$ cat config.mk
export PLATFORM = sky130hd
export DESIGN_NAME = trap_ctrl_flat
export DESIGN_NICKNAME = d
export VERILOG_FILES = /design/src/rtl/trap_pkg.sv /design/src/rtl/trap_ctrl_if.sv /design/src/rtl/trap_cause_enc.sv /design/src/rtl/trap_ctrl.sv /design/src/flat_wrapper.sv
export SDC_FILE = /design/constraint.sdc
export NUM_CORES = 1
export LEC_CHECK = 0
export ABC_CLOCK_PERIOD_IN_PS = 1900
export BUFFER_PORTS_ARGS = -buffer_cell sky130_fd_sc_hd__buf_2
export CORE_AREA = 2 2 130 132
export DETAILED_ROUTE_END_ITERATION = 8
export DIE_AREA = 0 0 132 134
export HOLD_SLACK_MARGIN = 0.15
export PLACE_DENSITY = 0.68
export SETUP_SLACK_MARGIN = 0.5
export SLEW_MARGIN = 20
export SYNTH_ARGS = -nofsm -noshare
export SYNTH_HDL_FRONTEND = slang
export SYNTH_HIERARCHICAL = 1
export SYNTH_SLANG_ARGS = --single-unit
$ cat constraint.sdc
create_clock -name clk -period 1.9 [get_ports clk]
set_input_delay 0.285 -clock clk [delete_from_list [all_inputs] [get_ports clk]]
set_output_delay 0.285 -clock clk [all_outputs]
set_load 0.005 [all_outputs]
$ cat src/rtl/trap_pkg.sv
// Shared cause codes, CSR bit positions and FSM state type for the trap controller.
package trap_pkg;
  localparam int CAUSE_ILLEGAL   = 2;
  localparam int CAUSE_LD_FAULT  = 5;
  localparam int CAUSE_ST_FAULT  = 7;
  localparam int CAUSE_ECALL     = 11;
  localparam int MSTATUS_MIE_BIT = 3;

  typedef enum logic [1:0] {
    IDLE,
    COMMIT,
    REDIRECT
  } state_e;
endpackage

$ cat src/rtl/trap_ctrl_if.sv
// MEM-stage / CSR-file bundle seen by the trap controller.
interface trap_ctrl_if #(
  parameter int XLEN = 32
);
  logic            mem_valid;
  logic [XLEN-1:0] mem_pc;
  logic [31:0]     mem_inst;
  logic [XLEN-1:0] mem_addr;
  logic            exc_illegal;
  logic            exc_ecall;
  logic            exc_ld_fault;
  logic            exc_st_fault;
  logic            mem_mret;
  logic            ext_irq;
  logic            csr_w;
  logic [XLEN-1:0] mstatus;
  logic [XLEN-1:0] mtvec;
  logic [XLEN-1:0] mepc_i;
  logic            is_trap;
  logic            is_mret;
  logic [XLEN-1:0] mepc;
  logic [XLEN-1:0] mcause;
  logic [XLEN-1:0] mtval;
  logic            flush;
  logic            redirect;
  logic [XLEN-1:0] redirect_pc;

  modport master (
    input  mem_valid, mem_pc, mem_inst, mem_addr,
    input  exc_illegal, exc_ecall, exc_ld_fault, exc_st_fault,
    input  mem_mret, ext_irq, csr_w, mstatus, mtvec, mepc_i,
    output is_trap, is_mret, mepc, mcause, mtval,
    output flush, redirect, redirect_pc
  );

  modport slave (
    output mem_valid, mem_pc, mem_inst, mem_addr,
    output exc_illegal, exc_ecall, exc_ld_fault, exc_st_fault,
    output mem_mret, ext_irq, csr_w, mstatus, mtvec, mepc_i,
    input  is_trap, is_mret, mepc, mcause, mtval,
    input  flush, redirect, redirect_pc
  );
endinterface

$ cat src/rtl/trap_cause_enc.sv
// Priority encoder: irq > illegal > ecall > ld_fault > st_fault > mret.
module trap_cause_enc
  import trap_pkg::*;
#(
  parameter int XLEN     = 32,
  parameter int IRQ_CODE = 11
) (
  input  logic            irq_take_i,
  input  logic            illegal_i,
  input  logic            ecall_i,
  input  logic            ld_fault_i,
  input  logic            st_fault_i,
  input  logic            mret_i,
  input  logic [31:0]     inst_i,
  input  logic [XLEN-1:0] addr_i,
  output logic            hit_o,
  output logic            is_irq_o,
  output logic            is_mret_o,
  output logic [XLEN-1:0] cause_o,
  output logic [XLEN-1:0] tval_o
);
  always_comb begin
    hit_o     = 1'b1;
    is_irq_o  = 1'b0;
    is_mret_o = 1'b0;
    cause_o   = '0;
    tval_o    = '0;
    if (irq_take_i) begin
      is_irq_o = 1'b1;
      cause_o  = {1'b1, (XLEN-1)'(IRQ_CODE)};
    end else if (illegal_i) begin
      cause_o = XLEN'(CAUSE_ILLEGAL);
      tval_o  = XLEN'(inst_i);
    end else if (ecall_i) begin
      cause_o = XLEN'(CAUSE_ECALL);
    end else if (ld_fault_i) begin
      cause_o = XLEN'(CAUSE_LD_FAULT);
      tval_o  = addr_i;
    end else if (st_fault_i) begin
      cause_o = XLEN'(CAUSE_ST_FAULT);
      tval_o  = addr_i;
    end else if (mret_i) begin
      is_mret_o = 1'b1;
    end else begin
      hit_o = 1'b0;
    end
  end
endmodule

$ cat src/rtl/trap_ctrl.sv
// Trap initiator: commits traps/mret to the CSR file, flushes and redirects fetch.
// Optional TRAP_VECTORED_EN: vectored mtvec mode for interrupts.
module trap_ctrl
  import trap_pkg::*;
#(
  parameter int XLEN     = 32,
  parameter int IRQ_CODE = 11
) (
  input  logic        clk,
  input  logic        rst_n,
  trap_ctrl_if.master bus
);
  state_e          state_q, state_d;
  logic            mret_q, mret_d;
  logic [XLEN-1:0] mepc_q, mepc_d;
  logic [XLEN-1:0] mcause_q, mcause_d;
  logic [XLEN-1:0] mtval_q, mtval_d;
  logic [XLEN-1:0] tgt_q, tgt_d;

  logic            irq_take;
  logic            hit;
  logic            is_irq;
  logic            is_mret;
  logic [XLEN-1:0] cause;
  logic [XLEN-1:0] tval;
  logic [XLEN-1:0] base;
  logic [XLEN-1:0] trap_tgt;

  assign irq_take = bus.ext_irq & bus.mstatus[MSTATUS_MIE_BIT];
  assign base     = {bus.mtvec[XLEN-1:2], 2'b00};

  trap_cause_enc #(
    .XLEN     (XLEN),
    .IRQ_CODE (IRQ_CODE)
  ) u_enc (
    .irq_take_i (irq_take),
    .illegal_i  (bus.exc_illegal),
    .ecall_i    (bus.exc_ecall),
    .ld_fault_i (bus.exc_ld_fault),
    .st_fault_i (bus.exc_st_fault),
    .mret_i     (bus.mem_mret),
    .inst_i     (bus.mem_inst),
    .addr_i     (bus.mem_addr),
    .hit_o      (hit),
    .is_irq_o   (is_irq),
    .is_mret_o  (is_mret),
    .cause_o    (cause),
    .tval_o     (tval)
  );

`ifdef TRAP_VECTORED_EN
  assign trap_tgt = (is_irq && bus.mtvec[1:0] == 2'b01)
                  ? base + XLEN'(4 * IRQ_CODE)
                  : base;
`else
  assign trap_tgt = base;
`endif

  always_ff @(posedge clk or negedge rst_n) begin
    if (!rst_n) begin
      state_q  <= IDLE;
      mret_q   <= 1'b0;
      mepc_q   <= '0;
      mcause_q <= '0;
      mtval_q  <= '0;
      tgt_q    <= '0;
    end else begin
      state_q  <= state_d;
      mret_q   <= mret_d;
      mepc_q   <= mepc_d;
      mcause_q <= mcause_d;
      mtval_q  <= mtval_d;
      tgt_q    <= tgt_d;
    end
  end

  always_comb begin
    state_d  = state_q;
    mret_d   = mret_q;
    mepc_d   = mepc_q;
    mcause_d = mcause_q;
    mtval_d  = mtval_q;
    tgt_d    = tgt_q;
    unique case (state_q)
      IDLE: begin
        if (bus.mem_valid && hit) begin
          state_d = COMMIT;
          mret_d  = is_mret;
          // mret leaves mepc/mcause/mtval alone so the CSR rewrite is a no-op
          if (is_mret) begin
            tgt_d = bus.mepc_i;
          end else begin
            mepc_d   = bus.mem_pc;
            mcause_d = cause;
            mtval_d  = tval;
            tgt_d    = trap_tgt;
          end
        end
      end
      COMMIT: begin
        if (!bus.csr_w) state_d = REDIRECT;
      end
      REDIRECT: state_d = IDLE;
      default:  state_d = IDLE;
    endcase
  end

  assign bus.is_trap     = (state_q == COMMIT) & ~bus.csr_w & ~mret_q;
  assign bus.is_mret     = (state_q == COMMIT) & ~bus.csr_w & mret_q;
  assign bus.flush       = (state_q != IDLE);
  assign bus.redirect    = (state_q == REDIRECT);
  assign bus.redirect_pc = tgt_q;
  assign bus.mepc        = mepc_q;
  assign bus.mcause      = mcause_q;
  assign bus.mtval       = mtval_q;
endmodule

$ cat src/flat_wrapper.sv
// flat-port wrapper written by rule: the top's interface ports become plain ports
module trap_ctrl_flat import trap_pkg::*;
#(
  parameter int XLEN     = 32,
  parameter int IRQ_CODE = 11
)
  (clk, rst_n, bus_mem_valid, bus_mem_pc, bus_mem_inst, bus_mem_addr, bus_exc_illegal, bus_exc_ecall, bus_exc_ld_fault, bus_exc_st_fault, bus_mem_mret, bus_ext_irq, bus_csr_w, bus_mstatus, bus_mtvec, bus_mepc_i, bus_is_trap, bus_is_mret, bus_mepc, bus_mcause, bus_mtval, bus_flush, bus_redirect, bus_redirect_pc);
  trap_ctrl_if #(.XLEN(XLEN)) bus_i ();
  input  logic clk;
  input  logic rst_n;
  input wire logic [$bits(bus_i.mem_valid)-1:0] bus_mem_valid;
  input wire logic [$bits(bus_i.mem_pc)-1:0] bus_mem_pc;
  input wire logic [$bits(bus_i.mem_inst)-1:0] bus_mem_inst;
  input wire logic [$bits(bus_i.mem_addr)-1:0] bus_mem_addr;
  input wire logic [$bits(bus_i.exc_illegal)-1:0] bus_exc_illegal;
  input wire logic [$bits(bus_i.exc_ecall)-1:0] bus_exc_ecall;
  input wire logic [$bits(bus_i.exc_ld_fault)-1:0] bus_exc_ld_fault;
  input wire logic [$bits(bus_i.exc_st_fault)-1:0] bus_exc_st_fault;
  input wire logic [$bits(bus_i.mem_mret)-1:0] bus_mem_mret;
  input wire logic [$bits(bus_i.ext_irq)-1:0] bus_ext_irq;
  input wire logic [$bits(bus_i.csr_w)-1:0] bus_csr_w;
  input wire logic [$bits(bus_i.mstatus)-1:0] bus_mstatus;
  input wire logic [$bits(bus_i.mtvec)-1:0] bus_mtvec;
  input wire logic [$bits(bus_i.mepc_i)-1:0] bus_mepc_i;
  output wire logic [$bits(bus_i.is_trap)-1:0] bus_is_trap;
  output wire logic [$bits(bus_i.is_mret)-1:0] bus_is_mret;
  output wire logic [$bits(bus_i.mepc)-1:0] bus_mepc;
  output wire logic [$bits(bus_i.mcause)-1:0] bus_mcause;
  output wire logic [$bits(bus_i.mtval)-1:0] bus_mtval;
  output wire logic [$bits(bus_i.flush)-1:0] bus_flush;
  output wire logic [$bits(bus_i.redirect)-1:0] bus_redirect;
  output wire logic [$bits(bus_i.redirect_pc)-1:0] bus_redirect_pc;
  assign bus_i.mem_valid = bus_mem_valid;
  assign bus_i.mem_pc = bus_mem_pc;
  assign bus_i.mem_inst = bus_mem_inst;
  assign bus_i.mem_addr = bus_mem_addr;
  assign bus_i.exc_illegal = bus_exc_illegal;
  assign bus_i.exc_ecall = bus_exc_ecall;
  assign bus_i.exc_ld_fault = bus_exc_ld_fault;
  assign bus_i.exc_st_fault = bus_exc_st_fault;
  assign bus_i.mem_mret = bus_mem_mret;
  assign bus_i.ext_irq = bus_ext_irq;
  assign bus_i.csr_w = bus_csr_w;
  assign bus_i.mstatus = bus_mstatus;
  assign bus_i.mtvec = bus_mtvec;
  assign bus_i.mepc_i = bus_mepc_i;
  assign bus_is_trap = bus_i.is_trap;
  assign bus_is_mret = bus_i.is_mret;
  assign bus_mepc = bus_i.mepc;
  assign bus_mcause = bus_i.mcause;
  assign bus_mtval = bus_i.mtval;
  assign bus_flush = bus_i.flush;
  assign bus_redirect = bus_i.redirect;
  assign bus_redirect_pc = bus_i.redirect_pc;
  trap_ctrl #(.XLEN(XLEN), .IRQ_CODE(IRQ_CODE)) u_core (.clk(clk), .rst_n(rst_n), .bus(bus_i));
endmodule
---- Yosys cells after proc, flatten, opt, wreduce, memory -nomap -nowiden ----
Cells that the tools add are included.
word-level totals
  register bits after elaboration ......... 131
  latch bits .............................. 0
  RAM bits ................................ 0
  bits in read-only memories .............. 0
  logic and storage cells ................. 48
  memories ................................ 0
cells by class
  add/sub/neg operators ................... 0
  multiply operators ...................... 0
  divide/modulo/power cells ............... 0
  $lt $le $gt $ge ......................... 0
  equal/unequal tests ..................... 4
  shifts and indexed selects .............. 0
  mux-type cells .......................... 25
  bitwise gates (word level) .............. 7
  reduce and logical (&&, ||, !) cells .... 6
operator list
  operator                                                                 number
  32-bit 2-to-1 mux                                                        7
  1-bit 2-to-1 mux                                                         11
  4-bit 2-to-1 mux                                                         2
  3-bit 2-to-1 mux                                                         2
  1-bit bitwise AND                                                        4
  2-bit 2-to-1 mux                                                         2
  2-bit one-hot mux with 2 select lines                                    1
  2-bit AND reduction                                                      2
  1-bit NOT                                                                3
  3-bit AND reduction                                                      1
  2-bit by 1-bit == test with 1-bit output, second input constant          1
  2-bit == test, second input constant                                     1
  2-bit zero test                                                          1
  2-bit by 1-bit inequality test with 1-bit output, second input constant  1
  2-bit inequality test, second input constant                             1
  2-bit nonzero test                                                       1
  1-bit logical AND                                                        1

---- Longest topological paths before layout ----
  word-level depth ........................ 9
  gate-level depth with buffers ........... 10

---- By module ----
Netlist, hierarchy kept.
modules (own cells, without submodules)
  module          times used  cells each  area each (µm²)  sequential area each (µm²)
  trap_ctrl       1           357         5325.1           3278.1
  trap_cause_enc  1           85          740.7            0.0

---- Worst setup path before layout ----
OpenSTA, ideal clock, no wires.
  path kind ............................... in2reg
  start point ............................. input port bus_ext_irq
  end point ............................... register u_core.mepc_q[0], in the netlist u_core/bus.mepc[0]
  setup time .............................. 125 ps
  data arrival time ....................... 1917 ps
  data required time ...................... 1775 ps
  slack ................................... -142 ps
  stages .................................. 9
  path buffers ............................ 4
  cell sequence ........................... and2_1 -> nor3_4 -> buf_6 -> and3_1 -> buf_2 -> nor2_8 -> buf_8 -> buf_12 -> mux2_4
between the ends
  cells in the longest elaborated chain, start to end .. 4
  elaborated cells between the ends (all ways) .. 6
ends and longest elaborated chain
  item                                  line                  text
  from (decl)                           flat_wrapper.sv:20    input wire logic [$bits(bus_i.ext_irq)-1:0] bus_ext_irq;
  1-bit bitwise AND                     trap_ctrl.sv:29       assign irq_take = bus.ext_irq & bus.mstatus[MSTATUS_MIE_BIT];
  1-bit 2-to-1 mux                      trap_cause_enc.sv:28  if (irq_take_i) begin
  via u_core.is_mret                    trap_ctrl.sv:23       logic is_mret;
  1-bit NOT (no source line)            --
  3-bit AND reduction (no source line)  --
  to (signal assigned)                  trap_ctrl.sv:70       mepc_q <= mepc_d;
  to (decl)                             trap_ctrl.sv:15       logic [XLEN-1:0] mepc_q, mepc_d;
The timed path passes the listed nets, and every way through them passes these cells.
A chain may end at the register's enable or synchronous reset.

---- Worst setup path in the final report ----
  start point ............................. register u_core.state_q[0]
  end point ............................... output port bus_is_trap
between the ends
  cells in the longest elaborated chain, start to end .. 3
ends and longest elaborated chain
  item                                      line                text
  from (decl)                               trap_ctrl.sv:13     state_e state_q, state_d;
  from (signal assigned)                    trap_ctrl.sv:68     state_q <= state_d;
  2-bit by 1-bit == test with 1-bit output  trap_ctrl.sv:108    assign bus.is_trap = (state_q == COMMIT) & ~bus.csr_w & ~mret_q;
  1-bit bitwise AND (2 in a row)            trap_ctrl.sv:108
  to (decl)                                 flat_wrapper.sv:25  output wire logic [$bits(bus_i.is_trap)-1:0] bus_is_trap;
Every way passes these cells.

==> flow_summary.yaml <==
setup_path:
  crit_required_ns: 1.62
  reg2reg_slack_ns: 0.25
  reg2reg_to: "u_core/bus.mtval[20]$_DFFE_PN0P_"
  r2r_start: "u_core/state_q[1]$_DFFE_PN0P_"
  cp-end-kind: "output pin"
  critPathCapture: "bus_is_trap"
  worstPathArrival_ns: 1.39
  cp_max_fo: 4
  ff2ff_path_depth: 5
  critical_path_class: "reg2out"
  crit_start: "u_core/state_q[0]$_DFFE_PN0P_"
  critPathLaunchType: "register"
route:
  drc_errors: 0
  wire_per_inst_um: 15.2
  drtAntennaViolNets: 0
  dr.pass1.iters: 4
  drtIter0Drc: 150
  viasPerCell: 4.53
  via_count: 4693
  wl_mm: 15.8
cts:
  cts_tree: "yes"
  root_buffer: "clkbuf_16"
  clock_latency_ns: 0.41
  cts.clk_slew.worst_paths_ns: 0.05
  cts_made_buffers: 17
  cts.path.max_buffers: 2
  htreeDepth: 4
  clock-sinks: 131
place:
  gp_congestion: 0.760
  dp_hpwl_mm: 10.7
  port_buffers: 300
  place_ws_ns: -0.0599
die:
  fp.dieArea_um2: 17700
  ios: 334
  die_w_um: 132
  die_h_um: 134
  initial_utilization: 0.372
  row_count: 47
  fp.coreArea_um2: 16300
power_and_ir_drop:
  vdd_drop_max_mv: 0.739
  leakage_uw: 0.00451
  p_per_area_nw_per_um2: 1300
  finalPower_uw: 11800
sta:
  min_period_ns: 1.68
  slew_viol_final: 0
  worstMarginPinSlew_ns: 0.593
  maxSlewHeadroom: 0.599
  fin_ws_ns: 0.223
  rsz0062_at_grt: "true"
  skew_ns: 0.00564
  setup_violations: 0
  hold_viol: 0
  clock.fmax_ghz: 0.596
  post-route-period-util: 0.882
final_layout:
  area_delta_synth_final_pct: 50.1
  fin_nets: 1003
  drive_gt1_frac: 0.574
global_routing:
  grt_antenna_before_repair: 2
  overflow: 0
  grt_first_pass_wirelength_mm: 24.6
  grt_max_degree: 69
  grt_use_total: 0.176
  first_global_vias: 4783
run:
  maxCapViolCount: 0
hold_path:
  hold_path_class: "in2reg"
yosys:
  syn_area_per_cell_um2: 13.7
  netlist_area_um2: 6060
  yosys_warnings: 6
  synthCells: 441
outcome:
  outcome: "finished, final reports clean"
==> metal layers <==
layer	global-route usage	wire length (um)	share of wire	vias up
li1	-	-	-	2264
met4	0.0821	417	0.026	0
met3	0.0438	943	0.060	30
met1	0.209	6490	0.41	2222
met5	0	0	0	-
met2	0.301	7900	0.50	177
==> critical path, cell delays in order (launching register included) <==
cell,delay (ns)
dfrtp_1,0.37
buf_6,0.11
nor3b_4,0.21
nor2b_4,0.18
buf_6,0.10
==> registers in the layout, indices dropped and copies added, names as in the netlist <==
signal and cells:
u_core/bus.mcause 32, u_core/bus.mepc 32, u_core/bus.mtval 32, u_core/bus.redirect_pc 32
u_core/mret_q 1, u_core/state_q 2
==> final cells by class <==
class	instances	area, um2
well taps	220	275
flip-flops and latches	131	3280
inverters	2	7.51
repair buffers	374	2470
diodes	2	5.00
clock buffers	22	464
multi-input cells	275	2430
fillers	1367	7200
clock inverters	10	155
==> layout by cell type (no fill, tap or decap), types with 5 or more instances in the layout <==
| cell type | instances |
|---|---|
| buf_2 | 297 |
| dfrtp_1 | 130 |
| mux2_2 | 66 |
| dlygate4sd3_1 | 48 |
| nand2_1 | 35 |
| mux2_4 | 30 |
| mux2i_1 | 30 |
| a32o_1 | 29 |
| o21ai_0 | 27 |
| conb_1 | 27 |
| clkbuf_16 | 20 |
| buf_12 | 10 |
| buf_6 | 6 |
| buf_4 | 5 |
==> per-stage QoR <==
step / setup TNS (ns) / cells / hold WS, ns / util / instance area (um2)
floorplan: -1.63 / 467 / -0.0106 / - / 6180
global placement: -2.10 / 946 / 0.0747 / 0.474 / 7720
detailed placement: -2.76 / 946 / 0.0751 / 0.474 / 7720
CTS: 0 / 1031 / 0.150 / 0.552 / 9000
global route: 0 / 1035 / 0.159 / 0.558 / 9090
finish: 0 / 1036 / 0.148 / 0.558 / 9090
==> repair_timing <==
action                                  in CTS  in global routing
hold buffers                                48                  0
pin swaps                                    3                  0
cloned                                       1                  3
resized for setup                           20                  7
endpoints found under the hold margin      174                  0
buffers inserted                             4                  0
endpoints found under the setup margin     132                133
==> power breakdown <==
group | leakage (uW) | internal, uW | switching (uW)
combinational | 0.00261 | 2340 | 1550
sequential | 0.00159 | 3930 | 574
clock | 0.000300 | 2250 | 1180
total | 0.00451 | 8520 | 3310
==> worst min path at each step <==
stage / start / endpoint / slack [ns] / cells past startpoint
2_1_floorplan: rst_n / u_core/bus.mcause[0]$_DFFE_PN0P_ / -0.01 / 0
6_report: bus_mtvec[17] / u_core/bus.redirect_pc[17]$_DFFE_PN0P_ / 0.15 / 3
3_5_place_dp: rst_n / u_core/bus.redirect_pc[25]$_DFFE_PN0P_ / 0.08 / 1
3_3_place_gp: rst_n / u_core/bus.redirect_pc[2]$_DFFE_PN0P_ / 0.07 / 1
4_1_cts: bus_mtvec[12] / u_core/bus.redirect_pc[12]$_DFFE_PN0P_ / 0.15 / 3
5_1_grt: bus_mtvec[3] / u_core/bus.redirect_pc[3]$_DFFE_PN0P_ / 0.16 / 3
(Power assumes the default switching activity.)
